## src/rtl/multicycle_control_unit.sv

```systemverilog
// Multi-cycle RV32I control FSM: latches the instruction at fetch, sequences DECODE/EXECUTE/MEM/WB.
// Latency 3-5 cycles at zero wait; stalls while imem/dmem are not ready, traps once the wait budget runs out.
module multicycle_control_unit #(
   parameter int MEM_TIMEOUT = 16,
   parameter int CNT_W       = 32
) (
   input  logic             clk,
   input  logic             rst,
   input  logic [31:0]      ins_code,
   input  logic             imem_ready,
   input  logic             dmem_ready,
   input  logic             alu_zero,
   input  logic             alu_lt,
   input  logic             alu_ltu,
   output logic             imem_req,
   output logic             dmem_req,
   output logic             mem_read,
   output logic             mem_write,
   output logic             ir_write,
   output logic             pc_write,
   output logic             pc_sel,
   output logic [1:0]       alu_a_sel,
   output logic             alusrc,
   output logic [3:0]       alu_ctrl,
   output logic             regwrite,
   output logic [1:0]       writeback_sel,
   output logic             trap,
   output logic [1:0]       trap_cause,
   output logic             instr_retired,
   output logic [CNT_W-1:0] instret
);
   localparam int WAIT_W = (MEM_TIMEOUT > 1) ? $clog2(MEM_TIMEOUT + 1) : 1;

   localparam logic [4:0] OPC_OP     = 5'b01100;
   localparam logic [4:0] OPC_OP_IMM = 5'b00100;
   localparam logic [4:0] OPC_LOAD   = 5'b00000;
   localparam logic [4:0] OPC_STORE  = 5'b01000;
   localparam logic [4:0] OPC_BRANCH = 5'b11000;
   localparam logic [4:0] OPC_JALR   = 5'b11001;
   localparam logic [4:0] OPC_JAL    = 5'b11011;
   localparam logic [4:0] OPC_LUI    = 5'b01101;
   localparam logic [4:0] OPC_AUIPC  = 5'b00101;

   localparam logic [3:0] ALU_ADD  = 4'b0000;
   localparam logic [3:0] ALU_SUB  = 4'b0001;
   localparam logic [3:0] ALU_SLL  = 4'b0010;
   localparam logic [3:0] ALU_SLT  = 4'b0011;
   localparam logic [3:0] ALU_SLTU = 4'b0100;
   localparam logic [3:0] ALU_XOR  = 4'b0101;
   localparam logic [3:0] ALU_SRL  = 4'b0110;
   localparam logic [3:0] ALU_SRA  = 4'b0111;
   localparam logic [3:0] ALU_OR   = 4'b1000;
   localparam logic [3:0] ALU_AND  = 4'b1001;

   typedef enum logic [2:0] {S_FETCH, S_DECODE, S_EXECUTE, S_MEM, S_WB, S_TRAP} state_t;

   state_t              state_q, state_d;
   logic [31:0]         ir_q;
   logic [WAIT_W-1:0]   wait_q;
   logic [1:0]          cause_q, cause_d;
   logic [CNT_W-1:0]    instret_q;
   logic [4:0]          opc;
   logic [2:0]          f3;
   logic                illegal, br_taken, waiting, timeout;
   logic                unused_ir;

   assign opc       = ir_q[6:2];
   assign f3        = ir_q[14:12];
   assign unused_ir = ^{ir_q[31], ir_q[29:15]};
   assign instret   = instret_q;

   assign illegal = (ir_q[1:0] != 2'b11)
                 || !(opc inside {OPC_OP, OPC_OP_IMM, OPC_LOAD, OPC_STORE, OPC_BRANCH,
                                  OPC_JALR, OPC_JAL, OPC_LUI, OPC_AUIPC})
                 || (opc == OPC_BRANCH && f3[2:1] == 2'b01);

   always_comb begin
      case (f3)
         3'b000:  br_taken = alu_zero;
         3'b001:  br_taken = !alu_zero;
         3'b100:  br_taken = alu_lt;
         3'b101:  br_taken = !alu_lt;
         3'b110:  br_taken = alu_ltu;
         3'b111:  br_taken = !alu_ltu;
         default: br_taken = 1'b0;
      endcase
   end

   // Timeout fires in the cycle the wait count would reach MEM_TIMEOUT; a ready in that cycle wins.
   assign waiting = (state_q == S_FETCH && !imem_ready) || (state_q == S_MEM && !dmem_ready);
   assign timeout = (MEM_TIMEOUT != 0) && waiting && (wait_q == WAIT_W'(MEM_TIMEOUT - 1));

   function automatic logic [3:0] alu_decode(input logic [2:0] fn, input logic bit30, input logic is_op);
      case (fn)
         3'b000:  return (is_op && bit30) ? ALU_SUB : ALU_ADD;
         3'b001:  return ALU_SLL;
         3'b010:  return ALU_SLT;
         3'b011:  return ALU_SLTU;
         3'b100:  return ALU_XOR;
         3'b101:  return bit30 ? ALU_SRA : ALU_SRL;
         3'b110:  return ALU_OR;
         default: return ALU_AND;
      endcase
   endfunction

   always_ff @(posedge clk) begin
      if (rst) begin
         state_q   <= S_FETCH;
         cause_q   <= 2'd0;
         wait_q    <= '0;
         ir_q      <= 32'd0;
         instret_q <= '0;
      end else begin
         state_q <= state_d;
         cause_q <= cause_d;
         if (state_d != state_q)
            wait_q <= '0;
         else if (waiting && MEM_TIMEOUT != 0)
            wait_q <= wait_q + 1'b1;
         if (state_q == S_FETCH && imem_ready)
            ir_q <= ins_code;
         if (instr_retired)
            instret_q <= instret_q + 1'b1;
      end
   end

   always_comb begin
      state_d = state_q;
      cause_d = cause_q;
      case (state_q)
         S_FETCH: begin
            if (imem_ready) state_d = S_DECODE;
            else if (timeout) begin
               state_d = S_TRAP;
               cause_d = 2'd2;
            end
         end
         S_DECODE: begin
            if (illegal) begin
               state_d = S_TRAP;
               cause_d = 2'd1;
            end else state_d = S_EXECUTE;
         end
         S_EXECUTE: begin
            if (opc == OPC_LOAD || opc == OPC_STORE) state_d = S_MEM;
            else if (opc == OPC_BRANCH)               state_d = S_FETCH;
            else                                      state_d = S_WB;
         end
         S_MEM: begin
            if (dmem_ready) state_d = (opc == OPC_LOAD) ? S_WB : S_FETCH;
            else if (timeout) begin
               state_d = S_TRAP;
               cause_d = 2'd2;
            end
         end
         S_WB:    state_d = S_FETCH;
         S_TRAP:  state_d = S_TRAP;
         default: state_d = S_FETCH;
      endcase
   end

   always_comb begin
      imem_req      = 1'b0;
      dmem_req      = 1'b0;
      mem_read      = 1'b0;
      mem_write     = 1'b0;
      ir_write      = 1'b0;
      pc_write      = 1'b0;
      pc_sel        = 1'b0;
      alu_a_sel     = 2'd0;
      alusrc        = 1'b0;
      alu_ctrl      = ALU_ADD;
      regwrite      = 1'b0;
      writeback_sel = 2'd0;
      trap          = 1'b0;
      trap_cause    = 2'd0;
      instr_retired = 1'b0;
      if (!rst) begin
         case (state_q)
            S_FETCH: begin
               imem_req = 1'b1;
               ir_write = imem_ready;
               pc_write = imem_ready;
            end
            S_DECODE: ir_write = 1'b1;
            S_EXECUTE: begin
               case (opc)
                  OPC_OP:     alu_ctrl = alu_decode(f3, ir_q[30], 1'b1);
                  OPC_OP_IMM: begin
                     alusrc   = 1'b1;
                     alu_ctrl = alu_decode(f3, ir_q[30], 1'b0);
                  end
                  OPC_LOAD, OPC_STORE: alusrc = 1'b1;
                  OPC_LUI: begin
                     alu_a_sel = 2'd2;
                     alusrc    = 1'b1;
                  end
                  OPC_AUIPC: begin
                     alu_a_sel = 2'd1;
                     alusrc    = 1'b1;
                  end
                  OPC_JAL: begin
                     alu_a_sel = 2'd1;
                     alusrc    = 1'b1;
                     pc_write  = 1'b1;
                     pc_sel    = 1'b1;
                  end
                  OPC_JALR: begin
                     alusrc   = 1'b1;
                     pc_write = 1'b1;
                     pc_sel   = 1'b1;
                  end
                  OPC_BRANCH: begin
                     alu_ctrl      = ALU_SUB;
                     pc_write      = br_taken;
                     pc_sel        = br_taken;
                     instr_retired = 1'b1;
                  end
                  default: ;
               endcase
            end
            S_MEM: begin
               dmem_req      = 1'b1;
               mem_read      = (opc == OPC_LOAD);
               mem_write     = (opc == OPC_STORE);
               instr_retired = dmem_ready && (opc == OPC_STORE);
            end
            S_WB: begin
               regwrite      = (ir_q[11:7] != 5'd0);
               writeback_sel = (opc == OPC_LOAD) ? 2'd1 :
                               (opc == OPC_JAL || opc == OPC_JALR) ? 2'd2 : 2'd0;
               instr_retired = 1'b1;
            end
            S_TRAP: begin
               trap       = 1'b1;
               trap_cause = cause_q;
            end
            default: ;
         endcase
      end
   end
endmodule
```

## config.mk

```make
export PLATFORM = sky130hd
export DESIGN_NAME = multicycle_control_unit
export DESIGN_NICKNAME = d
export VERILOG_FILES = /design/src/rtl/multicycle_control_unit.sv
export SDC_FILE = /design/constraint.sdc
export NUM_CORES = 1
export LEC_CHECK = 0
export CAP_MARGIN = 20
export CORE_MARGIN = 2
export CORE_UTILIZATION = 51
export CTS_CLUSTER_SIZE = 16
export DETAILED_ROUTE_END_ITERATION = 16
export PLACE_DENSITY = 0.85
export SLEW_MARGIN = 20
export SYNTH_ARGS = -nofsm -noshare
export SYNTH_HDL_FRONTEND = slang
export SYNTH_SLANG_ARGS = --single-unit
```

## constraint.sdc

```tcl
create_clock -name clk -period 4.4 [get_ports clk]
set_input_delay 0.88 -clock clk [delete_from_list [all_inputs] [get_ports clk]]
set_output_delay 0.88 -clock clk [all_outputs]
set_load 0.03 [all_outputs]
```

# Yosys cells after proc, flatten, opt, wreduce, memory -nomap -nowiden
# Cells that the tools add are included.
[classes]
n_mux = 55
n_reduce_logical = 28
n_eq_ne = 27
addsub = 2
[op_table]
columns = ["cell", "count"]
rows = [
  ["4-bit one-hot mux with 7 select lines", 2],
  ["32-bit by 1-bit adder with 32-bit output, second input constant", 1],
  ["2-bit 2-to-1 mux", 12],
  ["1-bit 2-to-1 mux", 23],
  ["3-bit 2-to-1 mux", 7],
  ["5-bit by 4-bit equality test with 1-bit output, second input constant", 4],
  ["3-bit equality test, second input constant", 6],
  ["5-bit equality test, second input constant", 3],
  ["3-bit one-hot mux with 5 select lines", 1],
  ["3-bit by 2-bit equality test with 1-bit output, second input constant", 4],
  ["4-bit one-hot mux with 3 select lines", 1],
  ["5-bit by 3-bit equality test with 1-bit output, second input constant", 2],
  ["9-bit nonzero test", 1],
  ["4-bit 2-to-1 mux", 2],
  ["2-bit != test, second input constant", 4],
  ["7-bit OR reduction", 1],
  ["3-bit by 1-bit equality test with 1-bit output, second input constant", 2],
  ["1-bit logical AND", 6],
  ["1-bit logical NOT", 6],
  ["3-bit logical NOT", 2],
  ["1-bit one-hot mux with 2 select lines", 3],
  ["1-bit one-hot mux with 6 select lines", 1],
  ["2-bit one-hot mux with 3 select lines", 1],
  ["2-bit OR reduction", 3],
  ["other kinds (10)", 14],
]
[totals]
register_bits = 73
in_bits = 39
output_inout_bits = 53
word_cells = 117

# Longest topological paths before layout
[depth]
word_depth = 9
ltp_mapped = 8
depth_no_buf = 8

# Least setup slack after synthesis
# Ideal clock, no wire load.
[synth_timing]
path_type = "input -> output"
from = "input port rst"
to = "output port alu_a_sel[1]"
setup_slack_ps = 1289
cell_stages = 3
path_buffers = 0
required_time_ps = 3520
arrival_time_ps = 2231
cell_sequence = "nor3_1 nand2_1 nor4_1"
[synth_between]
elab_chain_cells = 1
[synth_rtl]
columns = ["item", "line", "source"]
rows = [
  ["start: declaration", "8", "input logic rst,"],
  ["2-bit 2-to-1 mux", "178", "if (!rst) begin"],
  ["end: declaration", "22", "output logic [1:0] alu_a_sel,"],
]
# Every way passes these cells.

# Worst setup path in the final report
[layout_timing]
from = "input port dmem_ready"
to = "output port instr_retired"
[layout_between]
elab_chain_cells = 3
[layout_rtl]
columns = ["item", "line", "source"]
rows = [
  ["start: declaration", "11", "input logic dmem_ready,"],
  ["1-bit logical AND", "226", "instr_retired = dmem_ready && (opc == OPC_STORE);"],
  ["1-bit one-hot mux with 3 select lines", "179", "case (state_q)"],
  ["1-bit 2-to-1 mux", "178", ""],
  ["end: declaration", "29", "output logic instr_retired,"],
]
# Every way passes these cells.

==> results.md <==
### Outcome
- result of the run: complete, no violations

### Logic synthesis
- sequential cell area fraction in the yosys report: 37.1%
- number of instances in the synthesized netlist: 405
- count of warnings emitted by yosys: 0
- FFs w/ async S/R, synth: 0%
- number of flops mapped to enable cells by yosys: 0
- number of distinct library cells after synthesis: 55
- Mapped Area: 3130 um2
- commonest register cell after synthesis: sky130_fd_sc_hd__dfxtp_1
- mean instance size in the synthesized netlist: 7.72 um2
- register bit total from synthesis: 58
- Syn Nets: 447

### Cells and area
- most frequent cells in the layout: 74 x sky130_fd_sc_hd__clkdlybuf4s50_1, 58 x sky130_fd_sc_hd__dfxtp_1, 52 x sky130_fd_sc_hd__nand2_1
- most common cell after layout, fill and taps aside: sky130_fd_sc_hd__clkdlybuf4s50_1
- fraction of final layout cells with drive strength greater than 1: 7.16%
- ANT cells: 0
- post-layout net count: 513
- Layout fillers: 509
- synth-to-layout area growth: 30.6%

### Setup path
- category of the most critical setup path: input port to output pin
- arrival time of data at the critical path endpoint: 2840 ps
- Req. time, crit path: 3520 ps
- most prevalent standard cell on the critical path: sky130_fd_sc_hd__clkdlybuf4s50_1
- category of the worst setup path launch point: input port
- CP Capture Type: output pin
- slowest stage cell, crit path: sky130_fd_sc_hd__clkdlybuf4s50_1
- depth of the worst register-to-register path: 6
- cell-by-cell trace of the critical path: clkdlybuf4s50_1, and3b_1, o2111a_1, nor2_1, inv_1, clkdlybuf4s50_1
- peak fanout along the critical path: 5
- Worst Setup SP: dmem_ready
- source of the worst register-to-register timing path: state_q[2]
- peak per-stage delay on the critical path: 600 ps

### Global route
- fraction of met1 tracks used by global routing: 31.7%
- overflow left after global routing: 0
- number of global-route vias before repair: 2809
- largest net degree at the start of global routing: 32
- met2 usage in global routing: 39.6%
- layer with the highest usage: met2
- total global routing track utilization: 24.4%
- initial antenna violation count: 0
- global routing met3 resource utilization: 5.33%
- first-pass GRT wire length: 12800 um

### Timing
- max-slew violation count: 0
- unrepaired setup endpoints after global routing: false
- sum of negative setup slack: 0 ps
- headroom to the max-slew limit: 49.8%
- Final Hold Viols: 0
- Fin Hold WS: 456 ps
- shortest clock period the worst path allows after layout: 3720 ps
- Worst Max-Slew Pin Slew: 748 ps
- maximum frequency from static timing analysis: 269 MHz
- Setup violations, final: 0
- Period Utilization, post-route: 84.6%
- worst clock skew: 11.3 ps

### Die
- height of the die: 82.3 um
- number of rows created at floorplan: 28
- DIE AREA: 6780 um2
- number of top-level pins: 92
- Starting Density: 52.8%
- horizontal extent of the die: 82.3 um
- standard cell core area: 5920 um2

### Run
- # Max-Cap Violations: 0

### Clock tree
- # H-tree levels: 3
- number of setup buffers added after CTS: 0
- clock root buffer master: sky130_fd_sc_hd__clkbuf_8
- clock tree sinks: 58
- CTS hold repair buffers: 0
- clock latency at the later pin of the worst-skew pair: 340 ps
- clock tree from TritonCTS: yes
- clock transition time at the flip-flop clock pins of the worst setup and hold paths: 60 ps
- Clock Tree Buf Depth: 2
- post-CTS resize count: 0
- Num CTS Buffers: 9

### Routing
- post-DR vias/cell: 5.76
- remaining antenna violation count after routing: 0
- WL/cell: 14.6 um
- post-route DRC violation count: 0
- DRC marker count from the first detailed-route iteration: 175
- total wire length: 8000 um
- number of optimization iterations in the first detailed-route pass: 4
- vias after detailed routing: 3166

### Worst hold path
- Hold Path Cell Cnt: 2
- hold wc startpoint: ir_q[1]
- worst hold path type: register to register

### Power and ir drop
- maximum vdd ir drop: 0.185 mV
- power density cells: 279 nW/um2
- static leakage: 1.44 nW

### Placed design
- gpl congestion: 0.863
- post-DP HPWL: 5630 um
- count of input and output buffers: 75

-- power breakdown --
group | total, mW | switching (mW) | leakage, nW | internal [mW]
clock | 0.433 | 0.204 | 0.0920 | 0.229
combinational | 0.141 | 0.0771 | 0.880 | 0.0642
sequential | 0.565 | 0.0252 | 0.470 | 0.540
-- cell usage after synthesis (all sizes together), types with 2 or more instances --
cell	number	area share [%]
nor2	36	4.3
or4	4	0.96
o21ai	22	3.5
nor3	9	1.4
a21oi	47	7.6
inv	17	2.0
nand4	7	1.4
nand3	9	1.4
clkbuf	19	2.3
and2	4	0.80
ha	3	1.2
nor4	5	1.7
buf	7	1.1
nand2	52	6.2
a31oi	2	0.40
a22oi	2	0.48
and3	9	1.8
nand2b	4	0.80
o31ai	3	0.72
o221ai	2	0.56
nor2b	10	2.0
mux2i	2	0.64
xnor2	4	1.1
o2111ai	5	1.4
nand3b	3	0.72
dfxtp	58	37
xor2	13	3.6
o22ai	4	0.80
or3	17	3.6
a211o	2	0.56
o211ai	7	2.0
-- area by class of cell --
| class | count | area [um2] | area share (%) |
|---|---|---|---|
| clock buffers | 12 | 155 | 3.80 |
| flip-flops and latches | 58 | 1160 | 28.4 |
| inverters | 17 | 63.8 | 1.56 |
| well taps | 75 | 93.8 | 2.30 |
| clock inverters | 3 | 15.0 | 0.368 |
| multi-input cells | 304 | 1800 | 44.2 |
| repair buffers | 81 | 791 | 19.4 |
-- final timing paths --
path	endpoint	slack, ps
setup / recovery	instr_retired	680
setup reg to reg	instret[29]	1850
hold reg to reg	ir_q[1]	460
hold / removal	ir_q[1]	460
-- state kept, by name (all words and copies together) (netlist names) --
signal,cells
cause_q,2
instret,32
ir_q,16
state_q,3
wait_q,5
-- per-stage QoR --
| step | cells | power, mW | utilization (%) | setup WS [ps] | cell area (um2) |
|---|---|---|---|---|---|
| floorplan | 405 | 0.663 | - | 1290 | 3130 |
| global placement | 535 | 0.711 | 66.1 | 762 | 3910 |
| detailed placement | 535 | 0.716 | 66.1 | 722 | 3910 |
| CTS | 550 | 1.15 | 69.0 | 695 | 4080 |
| global route | 550 | 1.19 | 69.0 | 427 | 4080 |
| finish | 550 | 1.14 | 69.0 | 676 | 4080 |
-- logic make-up (layout without fill, tap and decap cells) --
kind of cell / after synthesis / in the layout / share of synthesized area, %
AOI/OAI and AO/OA: 105 / 105 / 20.6
xor gates and xnor gates: 17 / 17 / 4.76
adders and majority gates: 3 / 3 / 1.20
buffers and inverters: 43 / 113 / 5.40
DFF: 58 / 58 / 37.1
muxes: 3 / 3 / 1.00
and+or+nand+nor: 176 / 176 / 29.9
-- per-layer routing --
metal / vias to the layer above / wire, um
li1: 1567 / -
met1: 1478 / 3540
met2: 103 / 3800
met3: 18 / 530
met4: 0 / 140
met5: - / 0
-- critical path, delay by kind of cell --
kind                   cells  cell delay, ps
AND/OR/NAND/NOR            2             560
AO/OA/AOI/OAI              1             260
buffers and inverters      3            1140
No activity file was read; power rests on OpenSTA's default activity.
